## src/rtl/pipe_ctrl_pkg.sv

```systemverilog
// Shared encodings and constants for the pipeline hazard controller.
package pipe_ctrl_pkg;

    localparam int unsigned REG_IDX_W = 5;
    localparam logic [REG_IDX_W-1:0] REG_ZERO = '0;

    typedef enum logic [1:0] {
        IRQ_IDLE   = 2'd0,
        IRQ_PEND   = 2'd1,
        IRQ_TAKE   = 2'd2,
        IRQ_MASKED = 2'd3
    } irq_state_e;

endpackage

```

## src/rtl/pipeline_hazard_ctrl_sat_counter.sv

```systemverilog
// Saturating up-counter with synchronous active-high reset.
module sat_counter #(
    parameter int unsigned W = 16
) (
    input  logic         sysclk,
    input  logic         reset,
    input  logic         inc,
    output logic [W-1:0] count
);

    always_ff @(posedge sysclk) begin
        if (reset) begin
            count <= '0;
        end else if (inc && (count != '1)) begin
            count <= count + W'(1);
        end
    end

endmodule

```

## src/rtl/pipeline_hazard_ctrl.sv

```systemverilog
// Pipeline stage-register sequencer: load-use stalls, branch/jump flushes,
// memory freezes and interrupt entry, plus saturating stall/flush counters.
module pipeline_hazard_ctrl
    import pipe_ctrl_pkg::*;
#(
    parameter int unsigned CNT_W        = 16,
    parameter int unsigned IRQ_MAX_WAIT = 8
) (
    input  logic                 sysclk,
    input  logic                 reset,
    input  logic [REG_IDX_W-1:0] id_rs,
    input  logic [REG_IDX_W-1:0] id_rt,
    input  logic                 id_uses_rs,
    input  logic                 id_uses_rt,
    input  logic                 ex_memread,
    input  logic [REG_IDX_W-1:0] ex_rt,
    input  logic                 id_jump,
    input  logic                 ex_branch_taken,
    input  logic                 mem_wait,
    input  logic                 irq_req,
    input  logic                 id_eret,
    output logic                 pc_write,
    output logic                 if_id_write,
    output logic                 if_flush,
    output logic                 id_ex_bubble,
    output logic                 pipe_hold,
    output logic                 irq_take,
    output logic [1:0]           irq_state,
    output logic [CNT_W-1:0]     stall_cnt,
    output logic [CNT_W-1:0]     flush_cnt
);

    // Timer counts non-clean PEND cycles; entry is forced on the last allowed one.
    localparam int unsigned TMR_W = (IRQ_MAX_WAIT < 2) ? 1 : $clog2(IRQ_MAX_WAIT);
    localparam logic [TMR_W-1:0] TMR_DUE = TMR_W'(IRQ_MAX_WAIT - 1);

    irq_state_e       r_irq_state;
    logic [TMR_W-1:0] r_timer;

    logic w_rs_hit;
    logic w_rt_hit;
    logic w_load_use;
    logic w_clean;
    logic w_due;
    logic w_stall_inc;

    assign w_rs_hit    = id_uses_rs && (id_rs == ex_rt);
    assign w_rt_hit    = id_uses_rt && (id_rt == ex_rt);
    assign w_load_use  = ex_memread && (ex_rt != REG_ZERO) && (w_rs_hit || w_rt_hit);
    assign w_clean     = !ex_branch_taken && !w_load_use && !id_jump;
    assign w_due       = (r_timer >= TMR_DUE) && !ex_branch_taken;
    assign w_stall_inc = mem_wait || (w_load_use && !ex_branch_taken);

    // Stage-register controls, highest-priority condition first.
    always_comb begin
        pc_write     = 1'b0;
        if_id_write  = 1'b0;
        if_flush     = 1'b0;
        id_ex_bubble = 1'b0;
        pipe_hold    = 1'b0;
        irq_take     = 1'b0;
        if (!reset) begin
            if (mem_wait) begin
                pipe_hold = 1'b1;
            end else if (ex_branch_taken) begin
                pc_write     = 1'b1;
                if_id_write  = 1'b1;
                if_flush     = 1'b1;
                id_ex_bubble = 1'b1;
            end else if (w_load_use) begin
                id_ex_bubble = 1'b1;
            end else if (r_irq_state == IRQ_TAKE) begin
                pc_write    = 1'b1;
                if_id_write = 1'b1;
                if_flush    = 1'b1;
                irq_take    = 1'b1;
            end else if (id_jump) begin
                pc_write    = 1'b1;
                if_id_write = 1'b1;
                if_flush    = 1'b1;
            end else begin
                pc_write    = 1'b1;
                if_id_write = 1'b1;
            end
        end
    end

    // Interrupt entry FSM; frozen along with the pipeline during mem_wait.
    always_ff @(posedge sysclk) begin
        if (reset) begin
            r_irq_state <= IRQ_IDLE;
            r_timer     <= '0;
        end else if (!mem_wait) begin
            case (r_irq_state)
                IRQ_IDLE: begin
                    r_timer <= '0;
                    if (irq_req) begin
                        r_irq_state <= IRQ_PEND;
                    end
                end
                IRQ_PEND: begin
                    if (!irq_req) begin
                        r_irq_state <= IRQ_IDLE;
                    end else if (w_clean || w_due) begin
                        r_irq_state <= IRQ_TAKE;
                    end else if (r_timer < TMR_DUE) begin
                        r_timer <= r_timer + TMR_W'(1);
                    end
                end
                IRQ_TAKE: begin
                    r_irq_state <= IRQ_MASKED;
                end
                IRQ_MASKED: begin
                    if (id_eret) begin
                        r_irq_state <= IRQ_IDLE;
                    end
                end
                default: begin
                    r_irq_state <= IRQ_IDLE;
                end
            endcase
        end
    end

    assign irq_state = r_irq_state;

    sat_counter #(.W(CNT_W)) u_stall_cnt (
        .sysclk (sysclk),
        .reset  (reset),
        .inc    (w_stall_inc),
        .count  (stall_cnt)
    );

    sat_counter #(.W(CNT_W)) u_flush_cnt (
        .sysclk (sysclk),
        .reset  (reset),
        .inc    (if_flush),
        .count  (flush_cnt)
    );

endmodule
```

## config.mk

```make
export PLATFORM = sky130hd
export DESIGN_NAME = pipeline_hazard_ctrl
export DESIGN_NICKNAME = d
export VERILOG_FILES = /design/src/rtl/pipe_ctrl_pkg.sv /design/src/rtl/pipeline_hazard_ctrl_sat_counter.sv /design/src/rtl/pipeline_hazard_ctrl.sv
export SDC_FILE = /design/constraint.sdc
export NUM_CORES = 1
export LEC_CHECK = 0
export ABC_AREA = 1
export CAP_MARGIN = 20
export CORE_ASPECT_RATIO = 1.2
export CORE_MARGIN = 2
export CORE_UTILIZATION = 30
export CTS_CLUSTER_DIAMETER = 200
export CTS_CLUSTER_SIZE = 24
export DETAILED_ROUTE_END_ITERATION = 10
export GPL_ROUTABILITY_DRIVEN = 0
export SYNTH_ARGS = -nofsm -noshare
export SYNTH_HDL_FRONTEND = slang
export SYNTH_HIERARCHICAL = 1
export SYNTH_SLANG_ARGS = --single-unit
```

## constraint.sdc

```tcl
create_clock -name sysclk -period 1.71 [get_ports sysclk]
set_input_delay 0.2565 -clock sysclk [delete_from_list [all_inputs] [get_ports sysclk]]
set_output_delay 0.2565 -clock sysclk [all_outputs]
set_load 0.005 [all_outputs]
```

==> metrics.txt <==
Via Count 2838; R2R setup slack 0.09 ns; CTS tree done; core area 0.00811 sq mm; largest net degree at the start of global routing 17; count of clock tree sinks 37; FF+latch area 741 sq um; PwrDens 556 mW/mm^2; MaxCap Viol Count 0; final worst path period need 1.65 ns; sequential area share after synthesis 29.6%; status completed; critical path required time 1.90 ns; max frequency 604 MHz; Die X 87.3 microns; placed insts 596; Setup Skew 0.0106 ns; I/O pins 65; Detail Route Antenna Nets 0; Root Buffer clkbuf_8; cts bufs inserted 5; top_reg_cell synth dfxtp_1; most frequent cells in the layout nand2_1 (125), nor2_1 (77), inv_1 (39); CTS H-tree depth 2; setup TNS 0 ns; starting density of the core 30.8%; RSZ-0062 raised after global routing true; Hold Fails Final Rpt 0; fillcell total 875; wire per inst 11.0 microns; TritonRoute pass-1 iters 4; Mapped Nets 451; Final Slew Violations 0; deepest clock path buffer count 2; ys async rst share 0%; post-place instance area 0.00341 sq mm; classification of the worst setup path input pin to flop; Finished Cell Area 0.00366 sq mm; grt ovf 0; share of layout cells above drive strength 1 25.4%; row cnt 36; first-pass GRT wire length 11200 microns; Leak 1.65 nW; crit path DAT 1.85 ns; #FFs+latches synth 37; Worst Setup Start Kind input pin; CP Capture Type flop; Total Wirelength 6740 microns; Tightest Hold Check Type input pin to flop; HPWL Detailed 5060 microns; Netlist cell types 25; vias in the first global route 2540; GR Util All Layers 14.9%; CP Max Fanout 4; Clock Pin Slew Worst Setup and Hold Paths 0.08 ns; Worst-Margin Slew 0.315 ns; ANT cells 0; Synth Cell Area 0.00250 sq mm; multi-input logic area 0.00165 sq mm; syn_area_per_cell 5.92 sq um; Post-Syn Instances 422; Worst slew margin 78.9%; hold-fix buffers at CTS 0; Setup violations, final 0; initial antenna violation count 0; YS warnings 6; Post-route DRC 0; Final Power 2.04 mW; initial DRC count 88; clock latency on the worst-skew pair 0.29 ns; post-route clock period utilization 96.8%; fin nets 548; non-filler cells, final 615; Via density 4.61; die height 104 microns; Max VDD drop 268 uV; Die Area 0.00908 sq mm; Post-synth EDFFs 0; IO buf count 64; Area Overhead vs Synth 46.5%; most common cell after layout, fill and taps aside nand2_1
-- layer usage --
layer,global-route usage (%),part of all wire [%],wire length (microns),vias up
met4,3.96,1.2,81,0
met3,3.41,5.2,351,6
met2,25.4,49,3300,72
met1,18.6,45,3010,1259
li1,-,-,-,1501
met5,0,0,0,-
-- critical path, stage by stage --
cell and delay [ns]:
buf_8 0.10, inv_4 0.05, nand2_1 0.04, nand2_1 0.08, nor2_2 0.05, nand3_2 0.07
nand2_2 0.07, nand3_2 0.09, nand2_2 0.09, nor2_4 0.14, buf_6 0.13, nand3_4 0.07
buf_6 0.13, nor2_4 0.09, nand2_1 0.06, nor2_2 0.12, nand3_1 0.08, nand2_1 0.07
nor2_1 0.04
-- stage by stage --
step	setup WS (ns)	hold WS (ns)	util [%]
global placement	-0.586	0.502	42.1
CTS	0.000412	0.530	44.1
detailed placement	-0.633	0.511	42.1
finish	0.0551	0.377	45.2
global route	-0.0529	0.374	45.2
floorplan	0.00910	0.319	-
-- synth_stat cells (2+ instances only) --
cell      number  share of area (%)
nand4_1        7                1.8
clkbuf_4       2               0.60
nand2_1      130                 20
inv_1         44                6.6
nor3_1         4               0.80
nand3_2        3                1.2
nand2_2        8                2.0
nor2_4         4                1.8
a21oi_1       19                3.8
nor2_2        20                5.0
nand3_1       33                6.6
o21ai_0        2               0.40
buf_2          2               0.40
nor2_1        90                 14
ha_1           4                2.0
nor2_8         2                1.6
dfxtp_1       37                 30
or2_0          2               0.50
inv_2          3               0.45
-- cell families after synthesis --
group	after synthesis	share of synthesized area (%)
simple gates	305	55.0
buf+inv	53	8.51
flops	37	29.6
compound gates	23	4.85
fa+ha+maj	4	2.00
-- layout make-up --
| type | instances | share of cell area, % |
|---|---|---|
| clock buffer | 7 | 2.36 |
| clock inverter | 1 | 0.820 |
| inverter | 48 | 5.23 |
| multi-input combinational | 332 | 45.0 |
| sequential | 37 | 20.2 |
| tap | 95 | 3.24 |
| timing repair buffer | 95 | 23.1 |
-- final timing paths --
check / start / end / cells past startpoint
min reg2reg: r_timer[2] / r_timer[2] / 2
min: reset / flop / 3
max: ex_rt[3] / u_flush_cnt/count[15] / 19
max reg2reg: flop / u_flush_cnt/count[15] / 13
-- sequential cells by signal, summed over array words and instances, names as in the netlist, named ones only --
name	cells
u_flush_cnt/count	16
u_stall_cnt/count	16
r_timer	3
irq_state	1
-- report_power, final --
part | internal (mW) | switching [mW] | total, mW
registers | 0.878 | 0.0150 | 0.893
clock network | 0.476 | 0.318 | 0.794
logic | 0.175 | 0.173 | 0.348
total | 1.53 | 0.506 | 2.04
-- timing repair --
action	in CTS	in global routing
pin swaps	24	28
setup buffers	7	4
endpoints found under the setup margin	38	15
resized for setup	71	56
No activity file was read; power rests on OpenSTA's default activity.
==> variant: new RTL, same settings <==
Set the package constant `REG_ZERO` to 1 (it was '0).
--- a/src/rtl/pipe_ctrl_pkg.sv
+++ b/src/rtl/pipe_ctrl_pkg.sv
@@ -4,3 +4,3 @@
     localparam int unsigned REG_IDX_W = 5;
-    localparam logic [REG_IDX_W-1:0] REG_ZERO = '0;
+    localparam logic [REG_IDX_W-1:0] REG_ZERO = 1;
 
Check against the original RTL: not equivalent (Yosys sat finds a counterexample within 4 cycles, from zero or initial values and one cycle with reset high).
==> variant against the original RTL <==
  * Design area shrank 2.9%
  * Via count shrank 1.7%
  * Fmax grew 3.6%
  * Synthesized area grew 0.25%
  * Sequential cell count is the same
  * Routed wire length shrank 0.50%
  * Largest power group unchanged
  * Sequential power is essentially flat
  * Total power shrank 8.1%
  * Critical path depth shrank 7
  * Count of clock-buffer cells in the layout shrank 1
  * Setup slack gained 0.058 ns
  * Register-to-register slack gained 0.09 ns
==> variant: results (changes against the original RTL) <==
stage;metric;value;unit;change
grt;grt_pass1_wl;11700;µm;+4.0%
logic_synthesis;postSynthNetCount;450;;-0.22%
logic_synthesis;synth_cell_type_count;26;;+4.0%
cts;cts-buffers-inserted;5;;unchanged
cells_and_area;top_regs;u_flush_cnt/count (16), u_stall_cnt/count (16), r_timer (3);;
route;routed_wirelength;6710;µm;-0.50%
cts;path_clk_slew;0.07;ns;
grt;grt-ovfl-total;0;;unchanged
cells_and_area;final_net_count;543;;-0.91%
logic_synthesis;synthTopCellsByArea;dfxtp_1 (30%), nand2_1 (19%), nor2_1 (13%);;
cts;root_buffer;clkbuf_8;;
grt;antenna_found_initial;0;;unchanged
place;dp_hpwl;5190;µm;+2.7%
setup_path;crit_arrival;1.34;ns;-0.51 ns
grt;grt_pass1_vias;2735;;+7.7%
power_and_ir_drop;swShare;0.273;;+0.0244
cts;htree_levels;2;;unchanged
setup_path;cp_max_fo;3;;-1
cts;insertion_delay;0.29;ns;about the same
hold_path;hold_class;flop to flop;;
power_and_ir_drop;vdd_ir_drop_max;285;µV;+6.3%
route;firstDrtPassIters;4;;unchanged
sta;slew-limit-headroom;0.787;;-0.00224
logic_synthesis;ys_seq_area_frac;0.296;;-0.000740
cells_and_area;num_antenna_cells;0;;unchanged
logic_synthesis;synth_common_cells;nand2_1 (130), nor2_1 (87), inv_1 (42), dfxtp_1 (37), nand3_1 (33);;
status;status;completed;;
route;viasPerCell;4.58;;-0.72%
place;port_buffers;64;;unchanged
logic_synthesis;synthArstFlopShare;0;;unchanged
cts;clock_path_buffers;2;;unchanged
sta;skew;0.0122;ns;+0.00157 ns
route;drt_iter0_markers;54;;-39%
cells_and_area;drive_gt1_frac;0.239;;-0.0145
place;dp_slack;-0.656;ns;-0.0227 ns
grt;grt_max_degree;17;;unchanged
power_and_ir_drop;p_leak;1.60;nW;-3.0%
grt;grt_usage;0.155;;+0.00568
logic_synthesis;yosysWarnings;6;;unchanged
==> variant: per-stage QoR <==
| step | utilization | cell area [µm²] | cells |
|---|---|---|---|
| after CTS | 0.439 | 3560 | 609 |
| after floorplan | - | 2530 | 421 |
| after detailed placement | 0.423 | 3430 | 598 |
| after global placement | 0.423 | 3430 | 598 |
| final | 0.439 | 3560 | 609 |
| after global routing | 0.439 | 3560 | 609 |
==> variant: worst max-delay path, cell delays in order <==
cell             delay, ns
clkdlybuf4s15_1       0.18
inv_1                 0.04
nand2_1               0.04
nand2_1               0.04
nor2_1                0.11
nand3_1               0.09
nand2_2               0.12
nand3_4               0.12
nand2_4               0.11
buf_6                 0.09
inv_2                 0.03
buf_2                 0.11
==> variant: path summary, 6_finish.rpt <==
check                                from                            endpoint  slack [ns]  cells after the start
hold / removal    r_timer[2]$_SDFFE_PP0P_             r_timer[2]$_SDFFE_PP0P_        0.53                      2
setup / recovery                 id_rs[2]                            pc_write        0.11                     12
hold reg to reg   r_timer[2]$_SDFFE_PP0P_             r_timer[2]$_SDFFE_PP0P_        0.53                      2
setup reg to reg                     flop  u_flush_cnt/count[13]$_SDFFE_PP0P_        0.18                     10
==> variant: logic make-up (layout without fill, tap and decap cells) <==
kind of cell | after synthesis | in the layout | share of synthesized area
AO/OA/AOI/OAI | 23 | 23 | 0.0494
adder cells (fa/ha/maj) | 4 | 4 | 0.0200
buffers and inverters | 52 | 145 | 0.0834
flip-flops | 37 | 37 | 0.296
AND/OR/NAND/NOR | 305 | 305 | 0.552
==> variant: cell type report <==
class | count | area (µm²)
Timing Repair Buffer | 91 | 781
Clock inverter | 1 | 7.51
Sequential cell | 37 | 742
Tap cell | 95 | 119
Clock buffer | 6 | 82.6
Inverter | 47 | 190
Fill cell | 851 | 4550
Multi-Input combinational cell | 332 | 1640
==> variant: power by group through the flow <==
stage          Sequential [mW]  Clock, mW  Combinational, mW
4_1_cts                  0.895      0.679              0.324
3_5_place_dp             0.915          0              0.323
2_1_floorplan            0.914          0              0.161
6_report                 0.895      0.647              0.329
3_3_place_gp             0.914          0              0.318
5_1_grt                  0.897      0.709              0.371
==> variant: layer usage <==
| layer | share of wire | vias up | routed length [µm] | global-route usage |
|---|---|---|---|---|
| met5 | 0 | - | 0 | 0 |
| met4 | 0.025 | 0 | 166 | 0.0549 |
| met3 | 0.027 | 16 | 181 | 0.0294 |
| met2 | 0.52 | 46 | 3510 | 0.281 |
| met1 | 0.42 | 1236 | 2850 | 0.175 |
| li1 | - | 1492 | - | - |
==> variant: repair_timing <==
action,in CTS,in global routing
gates resized for setup,59,50
pin swaps,22,19
buffers inserted,4,1
endpoints found under the setup margin,38,28
